===== src/rtl/ff_mode_reg.sv =====
// WIDTH-bit mode register: hold, parallel load, shift and count, with synchronous reset/preset.
// Define FF_MODE_REG_SATURATE_EN to make count mode saturate at the limits instead of wrapping.
module ff_mode_reg #(
   parameter int               WIDTH      = 8,
   parameter logic [WIDTH-1:0] RESET_VAL  = '0,
   parameter logic [WIDTH-1:0] PRESET_VAL = '1
) (
   input  logic             clk,
   input  logic             rst,
   input  logic             preset,
   input  logic             en,
   input  logic [1:0]       mode,
   input  logic             dir,
   input  logic [WIDTH-1:0] d,
   input  logic             sin,
   output logic [WIDTH-1:0] q,
   output logic             sout,
   output logic             tc
);

   localparam logic [1:0] MODE_HOLD  = 2'b00;
   localparam logic [1:0] MODE_LOAD  = 2'b01;
   localparam logic [1:0] MODE_SHIFT = 2'b10;
   localparam logic [1:0] MODE_COUNT = 2'b11;

   localparam logic [WIDTH-1:0] ALL_ONES = '1;
   localparam logic [WIDTH-1:0] ZERO     = '0;
   localparam logic [WIDTH-1:0] ONE      = {{(WIDTH-1){1'b0}}, 1'b1};

   // Limit the count is heading toward in the current direction.
   logic [WIDTH-1:0] count_limit;
   logic [WIDTH-1:0] count_next;

   always_comb begin
      count_limit = dir ? ZERO : ALL_ONES;
      count_next  = dir ? (q - ONE) : (q + ONE);
   end

   always_ff @(posedge clk) begin
      if (rst) begin
         q    <= RESET_VAL;
         sout <= 1'b0;
         tc   <= 1'b0;
      end else if (preset) begin
         q    <= PRESET_VAL;
         sout <= 1'b0;
         tc   <= 1'b0;
      end else if (en) begin
         case (mode)
            MODE_HOLD: begin
            end
            MODE_LOAD: begin
               q  <= d;
               tc <= 1'b0;
            end
            MODE_SHIFT: begin
               if (dir) begin
                  q    <= {sin, q[WIDTH-1:1]};
                  sout <= q[0];
               end else begin
                  q    <= {q[WIDTH-2:0], sin};
                  sout <= q[WIDTH-1];
               end
               tc <= 1'b0;
            end
            MODE_COUNT: begin
`ifdef FF_MODE_REG_SATURATE_EN
               // Pinned at the limit: q stays put and tc stays high every count edge.
               if (q == count_limit) begin
                  tc <= 1'b1;
               end else begin
                  q  <= count_next;
                  tc <= 1'b0;
               end
`else
               q  <= count_next;
               tc <= (q == count_limit);
`endif
            end
            default: begin
            end
         endcase
      end
   end

endmodule


===== config.mk =====
export PLATFORM = sky130hd
export DESIGN_NAME = ff_mode_reg
export DESIGN_NICKNAME = d
export VERILOG_FILES = /design/src/rtl/ff_mode_reg.sv
export SDC_FILE = /design/constraint.sdc
export NUM_CORES = 1
export LEC_CHECK = 0
export ABC_CLOCK_PERIOD_IN_PS = 3100
export CORE_UTILIZATION = 50
export CTS_CLUSTER_DIAMETER = 40
export DETAILED_ROUTE_END_ITERATION = 7
export PLACE_DENSITY = 0.82
export RECOVER_POWER = 100
export SLEW_MARGIN = 20
export SYNTH_ARGS = -nofsm -noshare
export SYNTH_HDL_FRONTEND = slang
export SYNTH_SLANG_ARGS = --single-unit

===== constraint.sdc =====
create_clock -name clk -period 3.1 [get_ports clk]
set_input_delay 0.62 -clock clk [delete_from_list [all_inputs] [get_ports clk]]
set_output_delay 0.62 -clock clk [all_outputs]
set_load 0.005 [all_outputs]

======== Yosys cells after proc, flatten, opt, wreduce, memory -nomap -nowiden ========
Cells that the tools add are included.
Widths: inputs -> output; s select.
cells by class
  add/sub/neg operators ................... 2
  eq/ne operators ......................... 4
  muxes and demuxes ....................... 8
  reductions and logical operators ........ 8
operators by type and width
  kind                 count
  $mux 8               5
  $pmux 8 s3           1
  $add 8x1->8 const B  1
  $eq 8x8->1           1
  $sub 8x1->8 const B  1
  $reduce_and 2->1     3
  $eq 2x2->1 const B   2
  $reduce_bool 2->1    2
  $reduce_bool 4->1    1
  $reduce_or 2->1      2
  $eq 2x1->1 const B   1
  $pmux 1 s2           1
  $mux 1               1
word-level totals
  flip-flop bits (word level) ............. 10
  input bits .............................. 16
  output and inout port bits .............. 10
  logic and storage cells ................. 25

======== Depth between registers and ports, before layout ========
  word-level depth ........................ 5
  gate-level depth with buffers ........... 7
  gate-level depth less buffers ........... 6

======== Least setup slack after synthesis ========
OpenSTA, ideal clock, no wires.
  kind .................................... input-to-reg
  start point ............................. input port dir
  end point ............................... register q[7]
  setup time .............................. 0.127 ns
  arrival ................................. 1.922 ns
  path slack .............................. 1.051 ns
  stages .................................. 7
  buffers on the path ..................... 1
  cell sequence ........................... ha_1 -> buf_6 -> a21o_1 -> a21o_1 -> a211oi_2 -> nor3_1 -> or3_1
between the ends
  longest elaborated chain between the ends .. 4
RTL lines
  item                              RTL line  source
  start, declared                   13        input logic dir,
  $mux 8, on equally long branches  36, 57
  $pmux 8 s3 *                      49        case (mode)
  $mux 8 *                          48        end else if (en) begin
  $mux 8 *                          44        end else if (preset) begin
  end signal, assigned              58        q <= {sin, q[WIDTH-1:1]};
  end signal, assigned              61        q <= {q[WIDTH-2:0], sin};
  end signal, assigned              76        q <= count_next;
  end, declared                     16        output logic [WIDTH-1:0] q,
Mark *: on every way between the ends. The rest lies on a longest branch, timed or not. The select of a mux whose other input is x is not followed.
A chain may end at the register's enable or synchronous reset.

======== Worst setup path after layout ========
  start point ............................. input port dir
  end point ............................... register q[3]
Same word-level chain as after synthesis.

==> reports/metrics.csv <==
metric;value;unit
status;completed;
post-DP HPWL;2119;um
Net Sw Power;163.3;uW
crit path launch type;input pin;
number of buffers added for setup after CTS;0;
layout cell share with drive strength beyond 1;7.006;%
Hold WC Path Type;flip-flop to flip-flop;
grt ovf;0;
endpoint type of the worst setup path;flip-flop;
detailed router's first-iteration violation count;39;
Slew HR;55.98;%
cts bufs inserted;3;
Final Hold Fails;0;
Sink Count;10;
first-pass GRT wire length;4312;um
Skew-Pair Late Insertion Delay;280;ps
cell repeated most along the worst path;a21oi_1;
WHS;521.3;ps
Final TNS setup;0;ps
Cell Pwr Density;357.1;nW/um^2
Yosys Warn Count;0;
VDD IR-drop max;0.2710;mV
CP bufs+invs;2;
CTS Hold Buffers Added;0;
number of global-route vias before repair;1018;
Resized cells post-CTS;0;
CP Cell Sequence;dlygate4sd3_1, buf_4, ha_1, a21oi_1, a21oi_1, o311ai_0, a21oi_1, nor3_1;
Syn Std Cell Area;1008;um^2
CTS tree;done;
Root Buffer;clkbuf_4;
diode count;0;
CP max-delay cell;dlygate4sd3_1;
Period minus WS final;2668;ps
MaxCap Viol Count;0;
Gate power share;39.0;%
Area growth, synth to finish;28.78;%
drt pass-1 iters;4;
Die X;46.91;um
die height;46.91;um
Net Count, Synth;155;
Arrival @ worst endpoint;2850;ps
part of the Yosys area used for sequential elements;19.85;%
Layout Cell Area excl Fill;1299;um^2
crit-path max cell delay;580;ps
IO buf count;25;
f_max;0.3749;GHz
Switching Share;35.22;%
Initial Utilization;55.97;%
Final GP Congestion;0.8748;
DRC errors left;0;
synth unique cells;41;
pins over their slew limit;0;
Worst-Margin Slew;660.3;ps
Non-Filler Instances;182;
Post-Place Cell Area;1271;um^2
P_int;300.5;uW
placed cells;178;
fin crit share;86.05;%
RSZ-0062 raised after global routing;false;
Worst-path clk slew;80;ps
Finish-stage setup viols;0;
H-tree Lvls;1;
critical path class;input pin to flip-flop;
Wirelength per Cell;15.12;um
Net count, final;181;
maximum clock path buffer count;2;
required time worst endpoint;3290;ps
number of synthesized register bits;10;
clock share of power;27.3;%
largest net degree at the start of global routing;17;
total track usage;27.80;%
post-DR vias/cell;6.253;
Filler Cells Inserted;164;
Avg Inst Size Synth;7.640;um^2
num rows;15;
ANT nets after route;0;
CP delay by family, top;compound AO/OA/AOI/OAI gates;
top fanout value on the critical path;11;
core area;1802;um^2
vias post-DR;1138;
WL final;2751;um
Fin Clk Skew;7.506;ps
initial antenna violation count;0;
die area;2201;um^2
Pleak;0.5598;nW
IO Count;26;
sequential power share;33.6;%
Post-Synthesis Cells;132;
## cells in the mapped netlist
cell type  instances  area (um^2)
a2111oi_0          1        8.760
a211oi_1           1        7.510
a211oi_2           1        12.51
a21boi_0           1        7.510
a21o_1             4        30.03
a21oi_1           15        75.07
a221oi_1           2        17.52
a31oi_1            1        6.260
and3_1             1        6.260
and3b_1            1        8.760
and4bb_1           1        12.51
buf_2              3        15.01
buf_6              2        22.52
clkbuf_1           3        11.26
dfxtp_1           10        200.2
fa_1               1        20.02
ha_1               6        75.07
inv_1              5        18.77
inv_2              1        3.750
mux2i_1            9        90.09
nand2_1           10        37.54
nand2b_1           2        12.51
nand2b_4           1        13.76
nand3_1            4        20.02
nand4_1            2        12.51
nor2_1            14        52.55
nor2_4             1        11.26
nor2b_1            2        12.51
nor3_1             5        25.02
nor3b_1            3        22.52
nor4_1             2        12.51
o2111ai_1          1        8.760
o211ai_1           3        22.52
o21ai_0            3        15.01
o21ai_1            3        15.01
o21ai_4            1        16.27
o311ai_1           1        8.760
o31ai_1            1        7.510
or3_1              1        6.260
xnor2_1            2        17.52
xor2_1             1        8.760
## logic make-up after synthesis
group | after synthesis | share of synthesized area [%]
xor gates and xnor gates | 3 | 2.606
muxes | 9 | 8.933
buffers and inverters | 14 | 7.071
DFF | 10 | 19.85
adders and majority gates | 7 | 9.429
and+or+nand+nor | 50 | 26.43
AOI/OAI and AO/OA | 39 | 25.68
## worst register-to-register path, stage by stage, from the launching register on
cell      delay [ps]
dfxtp_1          410
ha_1             360
a21o_1           210
a21o_1           180
a211oi_1         290
nor3_1            90
or3_1            300
## state kept, by name (all words and copies together) (netlist names)
signal and flops:
q 8, sout 1, tc 1
## cell type report
class / instances / area (um^2) / area share (%)
multi-input cells: 108 / 732.0 / 56.36
repair buffers: 29 / 276.5 / 21.29
flip-flops and latches: 10 / 200.2 / 15.41
clock buffers: 4 / 36.28 / 2.794
well taps: 25 / 31.28 / 2.408
inverters: 6 / 22.52 / 1.734
## per-stage QoR
| stage | utilization, % | total power, mW | worst slack (ps) |
|---|---|---|---|
| after global routing | 72.08 | 0.4884 | 307.4 |
| after floorplan | - | 0.2769 | 1051 |
| after detailed placement | 70.56 | 0.3442 | 323.6 |
| after global placement | 70.56 | 0.3374 | 425.1 |
| after CTS | 72.57 | 0.4690 | 627.6 |
| final | 72.08 | 0.4638 | 432.4 |
## power by group through the flow
stage	Sequential (mW)	Clock, mW	Combinational (mW)
finish	0.156	0.127	0.181
global route	0.158	0.133	0.198
CTS	0.156	0.127	0.186
detailed placement	0.159	0	0.185
global placement	0.158	0	0.179
floorplan	0.154	0	0.123
## cell usage in the layout (no fill, tap or decap), drive strengths merged, types with 3 or more instances in the layout
master and count:
nand3 4, clkbuf 5, nand2 10, o211ai 3
buf 3, ha 6, o21ai 7, mux2i 9
clkdlybuf4s50 13, dfxtp 10, a21oi 15, inv 6
a21o 4, dlygate4sd3 12, nand2b 3, nor3b 3
nor2 15, nor3 5
## routing by layer
layer | wire (um) | track usage (%)
met1 | 1197 | 35.96
met2 | 1284 | 45.56
met3 | 201 | 4.615
met4 | 67 | 12.00
met5 | 0 | 0
## final timing paths
| kind | startpoint | to | slack (ps) | depth (start not counted) |
|---|---|---|---|---|
| max | dir | q[3] | 430 | 8 |
| min | sout | sout | 520 | 2 |
| max reg2reg | q[4] | q[7] | 1160 | 6 |
| min reg2reg | sout | sout | 520 | 2 |
(Power assumes the default switching activity.)
